==> config.mk <==
export PLATFORM = sky130hd
export DESIGN_NAME = execute_unit
export DESIGN_NICKNAME = d
export VERILOG_FILES = /design/src/rtl/execute_unit.sv
export SDC_FILE = /design/constraint.sdc
export NUM_CORES = 1
export LEC_CHECK = 0
export ABC_AREA = 1
export CORE_MARGIN = 5
export CORE_UTILIZATION = 53
export CTS_CLUSTER_SIZE = 8
export DETAILED_ROUTE_END_ITERATION = 10
export GPL_ROUTABILITY_DRIVEN = 0
export MAX_ROUTING_LAYER = met4
export PLACE_DENSITY = 0.73
export SYNTH_ARGS = -nofsm -noshare
export SYNTH_HDL_FRONTEND = slang
export SYNTH_SLANG_ARGS = --single-unit
export TNS_END_PERCENT = 50
==> constraint.sdc <==
create_clock -name clock -period 2.88 [get_ports clock]
set_input_delay 0.576 -clock clock [delete_from_list [all_inputs] [get_ports clock]]
set_output_delay 0.576 -clock clock [all_outputs]
set_load 0.05 [all_outputs]
==> src/rtl/execute_unit.sv <==
// execute_unit: execute stage with single-cycle ALU/shift ops, a 16-step
// shift-add multiply and NZCV flags. It produces a one-cycle write-back pulse.
// Ports: clock, rst (sync, active-high)
//        in_valid/in_ready: handshake with decode
//        op, dest, opA, opB, set_flags: the operation presented by decode
//        wb_we/wb_reg/wb_data: write port pulse to the register file
//        flags: {N,Z,C,V}
//        busy: high while a multiply is in flight
module execute_unit #(
    parameter int WIDTH = 16
) (
    input  logic             clock,
    input  logic             rst,
    input  logic             in_valid,
    output logic             in_ready,
    input  logic [3:0]       op,
    input  logic [3:0]       dest,
    input  logic [WIDTH-1:0] opA,
    input  logic [WIDTH-1:0] opB,
    input  logic             set_flags,
    output logic             wb_we,
    output logic [3:0]       wb_reg,
    output logic [WIDTH-1:0] wb_data,
    output logic [3:0]       flags,
    output logic             busy
);

    localparam logic [3:0] OP_ADD = 4'd0;
    localparam logic [3:0] OP_SUB = 4'd1;
    localparam logic [3:0] OP_AND = 4'd2;
    localparam logic [3:0] OP_ORR = 4'd3;
    localparam logic [3:0] OP_EOR = 4'd4;
    localparam logic [3:0] OP_MOV = 4'd5;
    localparam logic [3:0] OP_MVN = 4'd6;
    localparam logic [3:0] OP_LSL = 4'd7;
    localparam logic [3:0] OP_LSR = 4'd8;
    localparam logic [3:0] OP_ASR = 4'd9;
    localparam logic [3:0] OP_CMP = 4'd10;
    localparam logic [3:0] OP_MUL = 4'd11;

    typedef enum logic {
        S_IDLE,
        S_MUL
    } state_t;

    state_t r_state;
    state_t w_state_nxt;

    logic             r_we;
    logic [3:0]       r_reg;
    logic [WIDTH-1:0] r_data;
    logic [3:0]       r_flags;

    logic [WIDTH-1:0] r_mcd;
    logic [WIDTH-1:0] r_mpr;
    logic [WIDTH-1:0] r_acc;
    logic [3:0]       r_cnt;
    logic [3:0]       r_mul_dest;
    logic             r_mul_sf;

    logic             w_fire;
    logic             w_is_mul;
    logic             w_last;
    logic [WIDTH-1:0] w_acc_nxt;

    logic [4:0]       w_amt;
    logic [WIDTH:0]   w_sum;
    logic [WIDTH:0]   w_diff;
    // Shift results carry one extra bit holding the last bit shifted out:
    // LSL keeps it at the top, LSR/ASR at the bottom.
    logic [WIDTH:0]   w_lsl;
    logic [WIDTH:0]   w_lsr;
    logic [WIDTH:0]   w_asr;

    logic [WIDTH-1:0] w_res;
    logic             w_we;
    logic             w_upd;
    logic             w_c;
    logic             w_v;

    assign in_ready = !rst && (r_state == S_IDLE);
    assign busy     = (r_state == S_MUL);
    assign wb_we    = r_we;
    assign wb_reg   = r_reg;
    assign wb_data  = r_data;
    assign flags    = r_flags;

    assign w_fire    = in_valid && (r_state == S_IDLE);
    assign w_is_mul  = (op == OP_MUL);
    assign w_last    = (r_cnt == 4'd15);
    assign w_acc_nxt = r_mpr[0] ? (r_acc + r_mcd) : r_acc;

    assign w_amt  = opB[4:0];
    assign w_sum  = {1'b0, opA} + {1'b0, opB};
    assign w_diff = {1'b0, opA} - {1'b0, opB};
    assign w_lsl  = {1'b0, opA} << w_amt;
    assign w_lsr  = {opA, 1'b0} >> w_amt;
    assign w_asr  = $signed({opA, 1'b0}) >>> w_amt;

    always_comb begin
        w_res = '0;
        w_we  = 1'b1;
        w_upd = set_flags;
        w_c   = r_flags[1];
        w_v   = r_flags[0];
        unique case (op)
            OP_ADD: begin
                w_res = w_sum[WIDTH-1:0];
                w_c   = w_sum[WIDTH];
                w_v   = (opA[15] == opB[15]) && (w_res[15] != opA[15]);
            end
            OP_SUB, OP_CMP: begin
                w_res = w_diff[WIDTH-1:0];
                w_c   = !w_diff[WIDTH];
                w_v   = (opA[15] != opB[15]) && (w_res[15] != opA[15]);
                if (op == OP_CMP) begin
                    w_we  = 1'b0;
                    w_upd = 1'b1;
                end
            end
            OP_AND: w_res = opA & opB;
            OP_ORR: w_res = opA | opB;
            OP_EOR: w_res = opA ^ opB;
            OP_MOV: w_res = opB;
            OP_MVN: w_res = ~opB;
            OP_LSL: begin
                w_res = w_lsl[WIDTH-1:0];
                if (w_amt != 5'd0) w_c = w_lsl[WIDTH];
            end
            OP_LSR: begin
                w_res = w_lsr[WIDTH:1];
                if (w_amt != 5'd0) w_c = w_lsr[0];
            end
            OP_ASR: begin
                w_res = w_asr[WIDTH:1];
                if (w_amt != 5'd0) w_c = w_asr[0];
            end
            default: begin
                w_we  = 1'b0;
                w_upd = 1'b0;
            end
        endcase
    end

    always_comb begin
        w_state_nxt = r_state;
        unique case (r_state)
            S_IDLE: if (w_fire && w_is_mul) w_state_nxt = S_MUL;
            S_MUL:  if (w_last) w_state_nxt = S_IDLE;
            default: w_state_nxt = S_IDLE;
        endcase
    end

    always_ff @(posedge clock) begin
        if (rst) r_state <= S_IDLE;
        else     r_state <= w_state_nxt;
    end

    always_ff @(posedge clock) begin
        if (rst) begin
            r_we       <= 1'b0;
            r_reg      <= '0;
            r_data     <= '0;
            r_flags    <= '0;
            r_mcd      <= '0;
            r_mpr      <= '0;
            r_acc      <= '0;
            r_cnt      <= '0;
            r_mul_dest <= '0;
            r_mul_sf   <= 1'b0;
        end else begin
            r_we <= 1'b0;
            if (r_state == S_IDLE) begin
                if (w_fire && w_is_mul) begin
                    r_mcd      <= opA;
                    r_mpr      <= opB;
                    r_acc      <= '0;
                    r_cnt      <= '0;
                    r_mul_dest <= dest;
                    r_mul_sf   <= set_flags;
                end else if (w_fire) begin
                    r_we <= w_we;
                    if (w_we) begin
                        r_reg  <= dest;
                        r_data <= w_res;
                    end
                    if (w_upd) r_flags <= {w_res[15], w_res == '0, w_c, w_v};
                end
            end else begin
                r_acc <= w_acc_nxt;
                r_mcd <= r_mcd << 1;
                r_mpr <= r_mpr >> 1;
                r_cnt <= r_cnt + 4'd1;
                if (w_last) begin
                    r_we   <= 1'b1;
                    r_reg  <= r_mul_dest;
                    r_data <= w_acc_nxt;
                    if (r_mul_sf) begin
                        r_flags[3] <= w_acc_nxt[15];
                        r_flags[2] <= (w_acc_nxt == '0);
                    end
                end
            end
        end
    end

endmodule

* Word-level counts from Yosys, hierarchy flattened
Cells that the tools add are included.
** Storage, ports and cells
- Output and inout bits :: 27
- Bits in registers :: 83
- Word-level logic and storage cells :: 117
** Cells by class
- Eq/ne operators :: 22
- Multiplexer cells :: 42
- Add/subtract/negate cells :: 4
- Bitwise logic cells :: 6
- Reductions and logical operators :: 25
- Shift operators :: 3
** Operators with widths (count)
- $mux 16 :: 10
- $pmux 16 s10 :: 1
- $mux 4 :: 10
- $logic_not 16->1 :: 2
- $mux 15 :: 2
- $eq 4x4->1 const B :: 5
- $add 16x16->17 :: 1
- $shl 16x5->17 :: 1
- $shr 17x5->17 :: 1
- $sshr 17x5->17 :: 1
- $sub 16x16->17 :: 1
- $add 16x16->16 :: 1
- $and 16x16->16 :: 1
- $eq 4x3->1 const B :: 4
- $not 16->16 :: 1
- $or 16x16->16 :: 1
- $xor 16x16->16 :: 1
- $mux 1 :: 11
- $reduce_and 5->1 :: 2
- $reduce_bool 2->1 :: 5
- $reduce_bool 5->1 :: 2
- $reduce_or 9->1 :: 1
- $eq 4x2->1 const B :: 2
- $ne 2x2->1 const B :: 4
- other kinds (16) :: 31

* Depth between registers and ports, before layout
- Depth after elaboration :: 8
- Gate-level depth with buffers :: 22
- Gate-level depth less buffers :: 21

* Worst setup path before layout
No wires, ideal clock.
- Path type :: input port to flip-flop
- Start :: in opB[1]
- End :: reg r_flags[2] (netlist: flags[2])
- Slack :: 0.314 ns
- Data required time :: 2.771 ns
- Library setup time :: 0.109 ns
- Stages on the path :: 20
- Arrival time :: 2.457 ns
- Cells stage by stage :: buf_4 > inv_2 > buf_2 > ha_1 > nor2_1 > nand2_1 > nand2_1 > nand3_1 > nand2_1 > nand2_1 > nand2_1 > nand2_1 > a21oi_1 > nor2_1 > nand3_1 > nor2_1 > nand2_1 > nand3_1 > nand2_1 > inv_1
** Between the ends
- Cells in the longest elaborated chain, start to end :: 7
- Elaborated cells on any way between the ends :: 15
- Classes of those cells :: 2 x add/sub; 3 x shift; 5 x mux; 4 x bitwise; 1 x reduce/logical
** Ends and longest elaborated chain
- start, declared :: line 19 : input logic [WIDTH-1:0] opB,
- $sub 16x16->17, or another cell as far along :: line 95 : assign w_diff = {1'b0, opA} - {1'b0, opB};
- $pmux 16 s10 (*) :: line 106 : unique case (op)
- $logic_not 16->1 (*) :: line 187 : if (w_upd) r_flags <= {w_res[15], w_res == '0, w_c, w_v};
- $mux 4 (*) :: line 187
- $mux 4 (*) :: line 181 : end else if (w_fire) begin
- $mux 4 (*) :: line 174 : if (w_fire && w_is_mul) begin
- $mux 2 (*) :: line 173 : if (r_state == S_IDLE) begin
- end signal, assigned :: line 187
- end signal, assigned :: line 200 : r_flags[2] <= (w_acc_nxt == '0);
- end, declared :: line 52 : logic [3:0] r_flags;
Every way passes the cells marked *; elsewhere a longest branch is shown, timed or not. The select of a mux whose other input is x is not followed.
A chain may end at the register's enable or synchronous reset.

* Final worst setup path
- Start :: in op[0]
- End :: reg r_data[1] (netlist: wb_data[1])
** Between the ends
- Cells in the longest elaborated chain, start to end :: 7
- Elaborated cells on any way between the ends :: 25
- Classes of those cells :: 12 x eq/ne; 7 x mux; 6 x reduce/logical
** Ends and longest elaborated chain
- start, declared :: line 16 : input logic [3:0] op,
- $eq 4x4->1 or $eq 4x1->1 (tied branches) :: line 106, 116
- $reduce_or 2->1 :: line 106
- $pmux 16 s10 :: line 106
- $mux 16 :: line 183 : if (w_we) begin
- $mux 16 :: line 181
- $mux 16 :: line 174
- $mux 16 :: line 173
- end signal, assigned :: line 185 : r_data <= w_res;
- end signal, assigned :: line 197 : r_data <= w_acc_nxt;
- end, declared :: line 51 : logic [WIDTH-1:0] r_data;
Parallel ways exist; a longest one is shown, timed or not. The select of a mux whose other input is x is not followed.

==> impl_results.md <==
- CTS tree: built
- Largest net degree at the start of global routing: 42
- Number of hold-slack violations in the final timing report: 0
- First-pass DRT Iterations: 8
- Start point of the critical path: op[0]
- Insertion delay to the later sink of the worst-skew pair: 0.35 ns
- Synthesis-to-layout area growth: 36.99%
- Cell Chain, Critical Path: clkdlybuf4s50_1, nor2_1, inv_1, nor2_4, nand2_1, o21ai_0, nor2_1, nand3_1, nand3b_1, buf_4, o22ai_1, buf_4, a21oi_1
- Clk Tree Root Cell: clkbuf_16
- Vias per cell: 5.882
- Hold buffer count at CTS: 0
- Number of nets still failing antenna checks after routing: 0
- Final period demand of the worst path: 2.886 ns
- YS warnings: 0
- Vias in the first global route: 11.04k
- Least-Margin Pin Slew: 0.5174 ns
- First-pass GRT wire length: 58410 um
- Required @ worst endpoint: 3.15 ns
- Number of violations of the max-capacitance limit: 0
- Die outline area: 0.01969 mm^2
- Overall fraction of global-route tracks in use: 0.3790
- Top cell types by occurrence after synthesis: 486 x nand2_1, 203 x nand3_1, 169 x nor2_1, 155 x inv_1, 91 x a21oi_1
- Count of state elements after synthesis: 83
- Top_reg_cell synth: dfxtp_1
- CP peak stage delay: 0.53 ns
- CTS Buf Count: 9
- Total setup violations reported at the end of the flow: 1
- Worst Setup Path Type: primary input to register
- Cell with the largest stage delay on the worst path: clkdlybuf4s50_1
- Port buffer count: 70
- Initial Util: 0.5409
- F_max: 346.4 MHz
- Post-synth net total: 1704
- Data arrival, critical path: 3.16 ns
- Nature of the critical path startpoint: primary input
- Clock tree sinks: 83
- Final number of max-transition violations: 0
- Vias post-DR: 12.28k
- Instance count of the mapped netlist: 1591
- Buffer levels on the longest clock path: 2
- Cell accounting for the most synthesized area: nand2_1
- Critical path endpoint: wb_data[1]
- Worst setup timing slack at the placement stage: -0.4944 ns
- Post-layout nets: 1976
- Mean Syn Cell Area: 5.658 um^2
- CTS H-tree depth: 3
- Number of flops mapped to enable cells by yosys: 0
- Drt drc: 0
- Placed wire-length estimate after detailed placement: 30050 um
- Critical Path Sink Type: register
- Beginning of the worst register-to-register path: r_acc[0]
- Unique cell type count in the Yosys netlist: 40
- Final worst-path setup slack: -0.006449 ns
- Utilization of the core after routing: 0.7409
- Endpoint of the lowest-slack register-to-register path: flags[2]
- Pleak: 6.226 nW
- Post-synthesis sequential area ratio: 0.1846
- Antenna diode count: 0
- Synth area leaders: nand2_1 20%, dfxtp_1 18%, nand3_1 11%
- Worst slew slack as a fraction of its limit: 0.6514
- Register-to-register setup slack: 0.16 ns
- Final setup skew: 0.005488 ns
- Cell area after synthesis: 0.009001 mm^2
- Hold/Removal Path Class: register to register
- Share of flip-flops with an asynchronous set or reset: 0
- Most instantiated library cell after synthesis: nand2_1
- Failing checks: setup timing
- Vert. Die Dim: 140.3 um
- Starting DRT DRC Count: 1654
- Worst Reg-to-Reg Cells: 17
- Worst-path clk slew: 0.07 ns
- Final Total Pwr: 0.004217 W
- Outcome: complete, but fails checks
- Core region area: 0.01664 mm^2
- P per Cell Area: 342.0 mW/mm^2
- Core Rows: 47
- Worst-path maximum fanout: 7
- Wire per inst: 18.08 um
- Area share of the largest cell type after synthesis: 0.2027
- GR Overflow Total: 0
- Peak supply drop: 367.4 uV
- Final critical-path share of the clock period: 1.002
- Number of antenna violations at the first check in global routing: 0
- Drt total wl: 37750 um
- Top-level port count: 71
- Proportion of layout cells with a drive suffix above 1: 0.2013
- Fillcell total: 1418
- Die X-Extent: 140.3 um
worst max-delay path: cells and delay by family:
family / cells / cell delay [ns]
buffers and inverters: 4 / 1.01
AOI/OAI and AO/OA: 3 / 0.31
and+or+nand+nor: 6 / 1.25
metal layers:
layer | part of all wire | vias up | global-route usage
li1 | - | 5782 | -
met1 | 0.41 | 5591 | 0.5045
met2 | 0.42 | 770 | 0.5502
met3 | 0.13 | 138 | 0.1002
met4 | 0.045 | 0 | 0.1413
met5 | 0 | - | -
cell families (layout without fill, tap and decap cells):
group	Yosys count	after routing	synth area share
flip-flops	83	83	0.1846
adder cells (fa/ha/maj)	69	69	0.09842
buffers and inverters	236	513	0.1049
XOR/XNOR	6	6	0.005838
AO/OA/AOI/OAI	265	265	0.1665
AND/OR/NAND/NOR	932	932	0.4397
cells in the final DEF (no fill, tap or decap), types with 11 or more instances in the layout:
cell and n:
nand2_1 478, buf_4 250, nand3_1 199, nor2_1 152, inv_1 150, a21oi_1 87, dfxtp_1 82, o21ai_0 79
clkdlybuf4s50_1 54, ha_1 52, a31oi_1 38, nor2_2 20, inv_2 19, nand4_1 18, nor3_1 13, dlymetal6s2s_1 13
o21ai_1 12, a221oi_1 12, or2_2 12, nand2_2 11, ha_4 11
layout make-up:
type / instances / area (um^2) / share of cell area
sequential: 83 / 1663 / 0.1349
multi-input combinational: 1272 / 6670 / 0.5409
timing repair buffer: 327 / 2749 / 0.2229
inverter: 170 / 639.4 / 0.05185
tap: 220 / 275.3 / 0.02232
clock buffer: 9 / 225.2 / 0.01826
clock inverter: 7 / 108.9 / 0.008828
through the flow:
stage / cell area, um^2 / TNS, ns / hold WS, ns / std cells
floorplan: 9001 / 0 / 0.4456 / 1591
global placement: 11690 / -4.321 / 0.4514 / 2071
detailed placement: 11690 / -5.137 / 0.4618 / 2071
CTS: 12060 / 0 / 0.4665 / 2087
global route: 12330 / -0.05272 / 0.5000 / 2088
finish: 12330 / -0.006449 / 0.4706 / 2088
how the worst min path moves through the flow:
stage / startpoint / to / slack, ns / cells past startpoint
after floorplan: r_mpr[14] / r_mpr[14] / 0.45 / 2
after global placement: r_mul_dest[3] / wb_reg[3] / 0.45 / 2
after detailed placement: r_mul_dest[1] / wb_reg[1] / 0.46 / 2
after CTS: r_mpr[4] / r_mpr[3] / 0.47 / 2
after global routing: r_mpr[4] / r_mpr[3] / 0.50 / 2
final: r_mpr[4] / r_mpr[3] / 0.47 / 2
where the power goes:
| part | switching, W | internal (W) | total, W |
|---|---|---|---|
| Clock | 0.000530 | 0.000779 | 0.00131 |
| Sequential | 0.0000295 | 0.00119 | 0.00122 |
| Combinational | 0.00100 | 0.000688 | 0.00169 |
what timing repair did:
| action | in CTS | in global routing |
|---|---|---|
| endpoints found under the setup margin | 8 | 13 |
| buffers inserted | 0 | 1 |
| pin swaps | 1 | 9 |
| resized for setup | 17 | 73 |
(Power assumes the default switching activity.)
